## config.mk

```make
export PLATFORM = sky130hd
export DESIGN_NAME = io_responder
export DESIGN_NICKNAME = d
export VERILOG_FILES = /design/src/rtl/io_responder.sv
export SDC_FILE = /design/constraint.sdc
export NUM_CORES = 1
export LEC_CHECK = 0
export BUFFER_PORTS_ARGS = -buffer_cell sky130_fd_sc_hd__buf_2
export CORE_ASPECT_RATIO = 0.7
export CORE_MARGIN = 2
export CORE_UTILIZATION = 45
export DETAILED_ROUTE_END_ITERATION = 12
export GPL_TIMING_DRIVEN = 0
export PLACE_DENSITY = 0.67
export SLEW_MARGIN = 5
export SYNTH_ARGS = -nofsm -noshare
export SYNTH_HDL_FRONTEND = slang
export SYNTH_SLANG_ARGS = --single-unit
```

## constraint.sdc

```tcl
create_clock -name clk -period 2.2 [get_ports clk]
set_clock_uncertainty 0.05 [all_clocks]
set_input_delay 0.33 -clock clk [delete_from_list [all_inputs] [get_ports clk]]
set_output_delay 0.33 -clock clk [all_outputs]
set_load 0.02 [all_outputs]
```

## src/rtl/io_responder.sv

```systemverilog
// Memory-mapped I/O responder for the CPU's IO window: switches, debounced buttons with
// sticky events, LEDs and a scanned 8-digit 7-segment display, with registered read data.
module io_responder #(
  parameter logic [19:0] DEBOUNCE_CYCLES = 20'd1000000,
  parameter logic [16:0] SCAN_DIV        = 17'd100000
) (
  input  logic        clk,
  input  logic        rst_n,
  input  logic        IORead,
  input  logic        IOWrite,
  input  logic [31:0] io_addr,
  input  logic [31:0] io_wdata,
  output logic [31:0] io_rdata,
  input  logic [15:0] sw,
  input  logic [4:0]  btn,
  output logic [15:0] led,
  output logic [7:0]  seg_an,
  output logic [7:0]  seg_out
);

  localparam logic [9:0] OFF_SW   = 10'h000;
  localparam logic [9:0] OFF_LVL  = 10'h004;
  localparam logic [9:0] OFF_EVT  = 10'h008;
  localparam logic [9:0] OFF_LED  = 10'h010;
  localparam logic [9:0] OFF_SEGD = 10'h014;
  localparam logic [9:0] OFF_SEGE = 10'h018;

  function automatic logic [7:0] hex7(input logic [3:0] n);
    case (n)
      4'h0: hex7 = 8'hC0;  4'h1: hex7 = 8'hF9;  4'h2: hex7 = 8'hA4;  4'h3: hex7 = 8'hB0;
      4'h4: hex7 = 8'h99;  4'h5: hex7 = 8'h92;  4'h6: hex7 = 8'h82;  4'h7: hex7 = 8'hF8;
      4'h8: hex7 = 8'h80;  4'h9: hex7 = 8'h90;  4'hA: hex7 = 8'h88;  4'hB: hex7 = 8'h83;
      4'hC: hex7 = 8'hC6;  4'hD: hex7 = 8'hA1;  4'hE: hex7 = 8'h86;  default: hex7 = 8'h8E;
    endcase
  endfunction

  logic [31:0] io_rdata_q, io_rdata_d;
  logic [15:0] led_q, led_d;
  logic [31:0] seg_data_q, seg_data_d;
  logic [7:0]  seg_en_q, seg_en_d;
  logic [4:0]  evt_q, evt_d;
  logic [15:0] sw_s1_q, sw_s2_q;
  logic [4:0]  btn_s1_q, btn_s2_q;
  logic [4:0]  btn_db_q, btn_db_d;
  logic [19:0] db_cnt_q [5];
  logic [19:0] db_cnt_d [5];
  logic [16:0] scan_cnt_q, scan_cnt_d;
  logic [2:0]  idx_q, idx_d;
  logic [7:0]  seg_an_q, seg_an_d;
  logic [7:0]  seg_out_q, seg_out_d;

  logic        hit;
  logic [9:0]  off;
  logic        wr;
  logic [31:0] rd_val;
  logic [4:0]  evt_clr;

  assign hit = (io_addr[31:10] == 22'h3FFFFF) && (io_addr[1:0] == 2'b00);
  assign off = io_addr[9:0];
  assign wr  = IOWrite && hit;

  always_comb begin
    rd_val = 32'd0;
    if (hit) begin
      case (off)
        OFF_SW:   rd_val = {16'd0, sw_s2_q};
        OFF_LVL:  rd_val = {27'd0, btn_db_q};
        OFF_EVT:  rd_val = {27'd0, evt_q};
        OFF_LED:  rd_val = {16'd0, led_q};
        OFF_SEGD: rd_val = seg_data_q;
        OFF_SEGE: rd_val = {24'd0, seg_en_q};
        default:  rd_val = 32'd0;
      endcase
    end

    // A combined read+write performs only the write; the read returns zero.
    io_rdata_d = io_rdata_q;
    if (IORead && IOWrite)  io_rdata_d = 32'd0;
    else if (IORead)        io_rdata_d = rd_val;

    led_d      = (wr && off == OFF_LED)  ? io_wdata[15:0] : led_q;
    seg_data_d = (wr && off == OFF_SEGD) ? io_wdata       : seg_data_q;
    seg_en_d   = (wr && off == OFF_SEGE) ? io_wdata[7:0]  : seg_en_q;

    btn_db_d = btn_db_q;
    for (int k = 0; k < 5; k++) begin
      db_cnt_d[k] = 20'd0;
      if (btn_s2_q[k] != btn_db_q[k]) begin
        if (db_cnt_q[k] == DEBOUNCE_CYCLES - 20'd1) btn_db_d[k] = ~btn_db_q[k];
        else                                        db_cnt_d[k] = db_cnt_q[k] + 20'd1;
      end
    end

    // Clears apply first so a rising edge in the same cycle still leaves the bit set.
    evt_clr = 5'd0;
    if (IORead && !IOWrite && hit && off == OFF_EVT) evt_clr = evt_q;
    if (wr && off == OFF_EVT)                        evt_clr = evt_clr | io_wdata[4:0];
    evt_d = (evt_q & ~evt_clr) | (btn_db_d & ~btn_db_q);

    scan_cnt_d = scan_cnt_q + 17'd1;
    idx_d      = idx_q;
    if (scan_cnt_q == SCAN_DIV - 17'd1) begin
      scan_cnt_d = 17'd0;
      idx_d      = idx_q + 3'd1;
    end

    seg_an_d  = seg_en_q[idx_q] ? ~(8'd1 << idx_q) : 8'hFF;
    seg_out_d = hex7(seg_data_q[{idx_q, 2'b00} +: 4]);
  end

  always_ff @(posedge clk or negedge rst_n) begin
    if (!rst_n) begin
      io_rdata_q <= 32'd0;
      led_q      <= 16'd0;
      seg_data_q <= 32'd0;
      seg_en_q   <= 8'hFF;
      evt_q      <= 5'd0;
      sw_s1_q    <= 16'd0;
      sw_s2_q    <= 16'd0;
      btn_s1_q   <= 5'd0;
      btn_s2_q   <= 5'd0;
      btn_db_q   <= 5'd0;
      for (int k = 0; k < 5; k++) db_cnt_q[k] <= 20'd0;
      scan_cnt_q <= 17'd0;
      idx_q      <= 3'd0;
      seg_an_q   <= 8'hFE;
      seg_out_q  <= 8'hC0;
    end else begin
      io_rdata_q <= io_rdata_d;
      led_q      <= led_d;
      seg_data_q <= seg_data_d;
      seg_en_q   <= seg_en_d;
      evt_q      <= evt_d;
      sw_s1_q    <= sw;
      sw_s2_q    <= sw_s1_q;
      btn_s1_q   <= btn;
      btn_s2_q   <= btn_s1_q;
      btn_db_q   <= btn_db_d;
      for (int k = 0; k < 5; k++) db_cnt_q[k] <= db_cnt_d[k];
      scan_cnt_q <= scan_cnt_d;
      idx_q      <= idx_d;
      seg_an_q   <= seg_an_d;
      seg_out_q  <= seg_out_d;
    end
  end

  assign io_rdata = io_rdata_q;
  assign led      = led_q;
  assign seg_an   = seg_an_q;
  assign seg_out  = seg_out_q;

endmodule

```

==> results of run 1 <==
worst max-delay path, cell delays in order, from the launching register on:
cell     delay, ps
dfrtp_2        420
buf_12         140
mux4_2         550
mux2_4         330
inv_4           90
ha_4           200
mux2i_1        190
mux2i_1        120
layout by cell type (no fill, tap or decap), types with 17 or more instances in the layout:
master	instances
dfrtp_1	256
buf_2	148
nor2_1	74
nand2_1	53
dlygate4sd3_1	51
a21oi_1	43
xor2_1	42
nand3_1	39
o21ai_0	38
mux2_2	37
inv_1	34
mux2_4	32
or3_1	31
clkbuf_1	29
clkbuf_16	28
or4_1	27
xnor2_1	27
nand4_1	24
buf_4	23
o31ai_1	21
o2bb2ai_1	20
mux2i_1	17
cell families after synthesis:
logic type	after synthesis	synth area share [%]
other	1	0.0299
AND/OR/NAND/NOR	340	15.4
AO/OA/AOI/OAI	178	9.64
buffers and inverters	88	3.06
multiplexers	97	10.3
adder cells (fa/ha/maj)	18	1.79
flip-flops	275	54.9
XOR/XNOR	69	4.81
per-layer routing:
layer | wire [µm] | vias to the layer above | part of all wire, % | global-route usage [%]
li1 | - | 4398 | - | -
met2 | 13000 | 240 | 43 | 30.6
met5 | 34 | - | 0.11 | 0
met3 | 1960 | 53 | 6.5 | 5.12
met1 | 14700 | 4636 | 49 | 30.8
met4 | 573 | 4 | 1.9 | 4.99
power groups by stage:
stage	combinational [W]	sequential, W	clock, W
global placement	0.000383	0.00525	0
global route	0.000543	0.00516	0.00544
detailed placement	0.000402	0.00525	0
CTS	0.000485	0.00516	0.00522
floorplan	0.000147	0.00524	0
finish	0.000486	0.00516	0.00510
cells in the mapped netlist, drive strengths merged, types with 13 or more instances:
cell type  number
nand4          25
o2bb2ai        20
a21oi          43
buf            16
ha             18
or4            31
o21ai          41
and4           13
or3            32
clkbuf         34
o31ai          22
mux2i          18
xor2           42
nand2          54
inv            37
dfstp          16
dfrtp         259
nor2           75
mux2           69
nand3          42
xnor2          27
a22o           16
registers in the layout, summed over array words and instances (netlist names):
register / cells
scan_cnt_q: 17
btn_s1_q: 5
seg_out: 7
sw_s2_q: 16
sw_s1_q: 16
db_cnt_q: 100
seg_an: 8
seg_en_q: 8
btn_s2_q: 5
led: 16
btn_db_q: 5
evt_q: 5
seg_data_q: 32
idx_q: 3
io_rdata: 32
through the flow:
stage | instance area (µm²) | std cells | hold WS [ps] | setup TNS, ps
2_1_floorplan | 12600 | 1066 | -15.6 | -5370
3_3_place_gp | 13800 | 1584 | 283 | -1227240
3_5_place_dp | 13900 | 1587 | 250 | -78310
4_1_cts | 15600 | 1702 | 24.4 | 0
5_1_grt | 15800 | 1710 | 23.4 | -96.1
6_report | 15800 | 1714 | 38.6 | -38.0
final timing paths:
path                       slack (ps)  cells past startpoint           end         from
min in group asynchronous         250                      2  io_rdata[18]        rst_n
max in group asynchronous         440                      4   seg_en_q[6]        rst_n
hold / removal                     40                      2        led[4]  io_wdata[4]
hold reg to reg                   300                      0   btn_s2_q[1]  btn_s1_q[1]
setup / recovery                  -30                      7    seg_out[3]     idx_q[0]
setup reg to reg                  -30                      7    seg_out[3]     idx_q[0]
timing repair:
item,CTS,global route
endpoints found under the setup margin,137,129
cloned,0,1
gates resized for setup,29,29
setup buffers,14,10
hold buffers,51,0
endpoints found under the hold margin,124,0
pin swaps,6,11
area by class of cell:
class / count / share of cell area (%)
Clock buffer: 35 / 4.71
Tap cell: 371 / 2.93
Inverter: 38 / 0.917
Antenna cell: 4 / 0.0632
Timing Repair Buffer: 226 / 9.78
Multi-Input combinational cell: 703 / 34.6
Buffer: 47 / 1.86
Clock inverter: 15 / 1.56
Sequential cell: 275 / 43.6
==> results.py, run 1 <==
metrics = {
    "die": {
        "coreArea_mm2": 0.0276,
        "die_w_um": 204,
        "die_area_mm2": 0.0293,
        "fp.dieH_um": 144,
        "ios": 153,
        "initial_utilization_pct": 45.5,
        "rows": 51,
    },
    "worst_setup_path": {
        "crit_type": "flop to flop",
        "start_kind": "flop",
        "cp-end-kind": "flop",
        "cp_max_fo": 5,
        "arrival_ps": 2610,
        "crit_required_ps": 2580,
    },
    "power_and_ir_drop": {
        "power.share.combinational_pct": 4.5,
        "seqPwrFrac_pct": 48.0,
        "power_density_mw_per_mm2": 679,
        "leakage_nw": 7.19,
        "p_switching_w": 0.00232,
        "ir_drop_v": 0.000814,
        "power_frac_clock_pct": 47.5,
        "intPower_w": 0.00843,
        "p_sw_share_pct": 21.6,
        "total_power_w": 0.0108,
    },
    "global_route": {
        "first_global_vias": 9126,
        "grt_pass1_wl_mm": 48.4,
        "grt_max_degree": 115,
        "grt_usage_pct": 20.8,
        "grt.overflow.total": 0,
        "grt_antenna_before_repair": 5,
    },
    "clock_network": {
        "cts_tree": "built",
        "cts_buffers": 27,
        "clockRootBuffer": "clkbuf_16",
        "cts_max_level": 1,
        "insertion_delay_ps": 560,
        "cts.path.max_buffers": 3,
        "clkTransAtPathRegs_ps": 70,
        "clock-sinks": 275,
    },
    "placement": {
        "dp_slack_ps": -917,
        "dp.final_hpwl_mm": 20.8,
        "portBuffers": 147,
        "place.gp.congestion": 0.832,
    },
    "status": {
        "status": "finished, violations left",
        "violations": "setup timing",
    },
    "synth": {
        "netlist_instances": 1066,
        "synth_ff_type": "dfrtp_1",
        "yosysWarnings": 0,
        "synthArstFlopShare_pct": 100,
        "synth_seq_cells": 275,
        "ys_types": 62,
        "synth_area_leaders": "dfrtp_1 52%, mux2_4 3.6%, mux2_2 3.5%",
        "synth_edf_count": 0,
        "ys_seq_area_share_pct": 54.9,
        "yosys.area.top_type": "dfrtp_1",
        "avgSynthCellArea_um2": 11.8,
        "synth_top_area_share_pct": 51.6,
        "netlist_area_mm2": 0.0126,
        "syn-num-nets": 1173,
    },
    "route": {
        "route.detailed.drc": 0,
        "via_per_inst": 5.44,
        "wl_per_cell_um": 17.7,
        "vias": 9331,
        "wirelength_mm": 30.3,
        "drt_first_pass_iters": 5,
        "ant_nets": 0,
        "drt_first_iter_violations": 650,
    },
    "sta": {
        "setup_viol": 2,
        "hold_violations": 0,
        "fin_crit_ps": 2230,
        "timing.fmax_mhz": 448,
        "period_share_pct": 102,
        "final_max_slew_viol_count": 0,
        "fin_ws_ps": -33.3,
        "rsz0062_at_grt": "true",
        "slew_headroom_pct": 42.8,
        "worst_pin_slew_ps": 851,
    },
    "cells_and_area": {
        "final_layout_size_suffix_gt1_share_pct": 28.4,
        "nNetsFinal": 1425,
        "fin_util_pct": 57.3,
        "seqCellArea_mm2": 0.00691,
        "final.fill_count": 2292,
        "area_growth_pct": 26.0,
        "multi_input_area_mm2": 0.00547,
    },
    "job": {
        "maxCapViolCount": 0,
    },
    "hold_path": {
        "hold_class": "input port to flop",
    },
}
Power figures use the tool's default switching activity.
==> run 2, diff against run 1 <==
ABC_AREA = 1   (was default)
==> run 2 against run 1 <==
Compared with the run above: the run now ends clean; sequential power about the same; total power down 1.2%; register-to-register slack better by 180 ps; fmax up 8.7%; clock-buffer cell count up 4; synthesized area up 6.7%; largest power group unchanged.
==> results.py, run 2 <==
metrics = {
    "sta": {
        "setup_viol": 0,
        "slew_headroom_pct": 52.0,
        "final_max_slew_viol_count": 0,
        "fin_crit_ps": 2060,
        "hold_violations": 0,
        "period_share_pct": 93.4,
        "rsz0062_at_grt": "true",
        "worst_pin_slew_ps": 720,
        "timing.fmax_mhz": 487,
    },
    "worst_setup_path": {
        "cp_max_fo": 19,
        "critPathLaunch": "idx_q[0]",
        "crit_required_ps": 2590,
        "start_kind": "flop",
        "path_depth": 9,
        "reg2reg_depth": 9,
        "worstPathCellList": "clkbuf_4 -> o211ai_1 -> nand3_1 -> nand2_1 -> ha_1 -> inv_1 -> nand2_1 -> o211ai_1 -> nand2_1",
        "critPathMostFrequentCell": "nand2_1",
        "cp_num_buf_inv": 2,
        "endpoint": "seg_out[3]",
        "r2r_start": "idx_q[0]",
        "critPathMaxStageDelay_ps": 460,
        "cp_slowest_cell": "dfrtp_2",
        "crit_type": "flop to flop",
        "r2r_slack_ps": 140,
        "cp-end-kind": "flop",
        "arrival_ps": 2450,
        "critPathTopFamily": "flip-flops",
        "rr_endpoint": "seg_out[3]",
    },
    "synth": {
        "synth.most_common_cell": "nand2_1",
        "avgSynthCellArea_um2": 8.13,
        "synth_xor_area_share_pct": 3.59,
        "synth_ff_type": "dfrtp_1",
        "muxShareOfSynthArea_pct": 0,
        "synthTopCellsByCount": "445 x nand2_1, 259 x dfrtp_1, 226 x nor2_1",
        "synth_fa_ha_area_share_pct": 1.68,
        "netlist_instances": 1649,
        "synth_compound_area_share_pct": 6.83,
        "yosysWarnings": 0,
        "ys_seq_area_share_pct": 51.5,
        "synth_top_area_share_pct": 48.4,
        "synthSimpleGateAreaFrac_pct": 29.4,
        "synth_area_leaders": "dfrtp_1 48%, nand2_1 12%, nor2_1 6.3%",
        "syn-num-nets": 1756,
        "synth_edf_count": 0,
        "synthArstFlopShare_pct": 100,
        "yosys.area.top_type": "dfrtp_1",
        "netlist_area_mm2": 0.0134,
        "synth_top_family_by_area": "simple AND/OR/NAND/NOR gates",
        "ys_types": 41,
        "synth_seq_cells": 275,
    },
    "cells_and_area": {
        "area_growth_pct": 21.4,
        "largest_reg_flops": 100,
        "fin_cells": 2289,
        "final_common_cell": "nand2_1",
        "nNetsFinal": 1995,
        "final_layout_size_suffix_gt1_share_pct": 15.2,
        "largest_register": "db_cnt_q",
        "layout_common_cells": "443 x nand2_1, 257 x dfrtp_1, 226 x nor2_1",
    },
    "global_route": {
        "first_global_vias": 10800,
        "grt_max_degree": 110,
        "grt_pass1_wl_mm": 55.7,
        "grt_usage_pct": 22.3,
        "grt_antenna_before_repair": 1,
        "grt.overflow.total": 0,
    },
    "placement": {
        "place.gp.congestion": 0.907,
        "portBuffers": 151,
        "dp.final_hpwl_mm": 25.4,
        "place_inst": 2180,
    },
    "status": {
        "status": "finished clean",
    },
    "power_and_ir_drop": {
        "p_sw_share_pct": 22.3,
        "ir_drop_v": 0.000563,
        "total_power_w": 0.0106,
        "power_frac_clock_pct": 47.3,
        "seqPwrFrac_pct": 48.5,
        "power.share.combinational_pct": 4.2,
        "leakage_nw": 7.93,
        "p_switching_w": 0.00237,
        "intPower_w": 0.00825,
        "power_density_mw_per_mm2": 653,
    },
    "hold_path": {
        "hold_class": "input port to flop",
    },
    "die": {
        "fp.dieH_um": 148,
        "die_area_mm2": 0.0312,
        "rows": 52,
        "ios": 153,
        "coreArea_mm2": 0.0291,
        "initial_utilization_pct": 46.1,
        "die_w_um": 210,
    },
    "clock_network": {
        "cts.path.max_buffers": 3,
        "cts_buffers": 29,
        "clock-sinks": 275,
        "insertion_delay_ps": 570,
        "clkTransAtPathRegs_ps": 60,
        "cts_tree": "built",
        "clockRootBuffer": "clkbuf_16",
        "cts_max_level": 1,
    },
    "route": {
        "ant_nets": 0,
        "route.detailed.drc": 0,
        "wirelength_mm": 34.5,
        "wl_per_cell_um": 15.1,
        "drt_first_iter_violations": 843,
        "via_per_inst": 5.05,
        "drt_first_pass_iters": 5,
        "vias": 11600,
    },
    "job": {
        "maxCapViolCount": 0,
    },
}
-- run 2: timing repair --
item / in CTS / in global routing
endpoints found under the hold margin: 162 / 0
hold buffers: 54 / 0
resized for setup: 1 / 12
pin swaps: 0 / 1
setup endpoints to repair: 1 / 14
setup buffers: 0 / 2
-- run 2: cell families after synthesis --
family | after synthesis
buffers and inverters | 229
AND/OR/NAND/NOR | 914
AO/OA/AOI/OAI | 157
flip-flops | 275
adder cells (fa/ha/maj) | 18
XOR/XNOR | 55
other | 1
-- run 2: worst min-delay path by stage --
stage	start	end	slack, ps	cells after the start
after global routing	IORead	io_rdata[31]	120	4
after CTS	IORead	io_rdata[16]	80	4
after global placement	btn_s1_q[1]	btn_s2_q[1]	280	0
after floorplan	rst_n	btn_db_q[0]	-20	0
after detailed placement	sw_s1_q[2]	sw_s2_q[2]	280	0
final	IORead	io_rdata[16]	100	4
-- run 2: through the flow --
stage / hold WS (ps) / setup WS [ps] / area (µm²) / setup TNS [ps] / utilization, %
after global routing: 116 / -5.35 / 16300 / -5.35 / 55.9
after detailed placement: 285 / -95.3 / 14700 / -540 / 50.5
after floorplan: -15.6 / 357 / 13400 / 0 / -
final: 97.3 / 145 / 16300 / 0 / 55.9
after global placement: 281 / -4330 / 14600 / -1152670 / 50.3
after CTS: 81.2 / 23.0 / 16200 / 0 / 55.8
-- run 2: worst reg2reg max path: cells and delay by family (launching register included) --
kind	cells	cell delay, ps
buffers and inverters	2	330
and+or+nand+nor	4	450
adders and majority gates	1	270
AOI/OAI and AO/OA	2	390
DFF	1	460
-- run 2: layout make-up --
cell class	count	area, µm²
well taps	378	473
clock buffers	39	813
fillers	2648	12800
plain buffers	34	214
clock inverters	14	171
diodes	1	2.50
repair buffers	209	1380
inverters	194	728
multi-input cells	1145	5590
flip-flops and latches	275	6900
-- run 2: power groups by stage --
stage	clock network [W]	logic [W]	registers [W]
3_5_place_dp	0	0.000376	0.00525
3_3_place_gp	0	0.000358	0.00525
2_1_floorplan	0	0.000115	0.00524
6_report	0.00502	0.000447	0.00516
4_1_cts	0.00514	0.000452	0.00515
5_1_grt	0.00535	0.000501	0.00516
-- run 2: routing by layer --
metal  share of wire [%]  routed length, µm  GRT usage, %
met5                   0                  0             0
met4                 1.6                553          4.68
met3                 7.3               2510          5.00
met2                  43              14800          33.4
met1                  48              16600          33.2
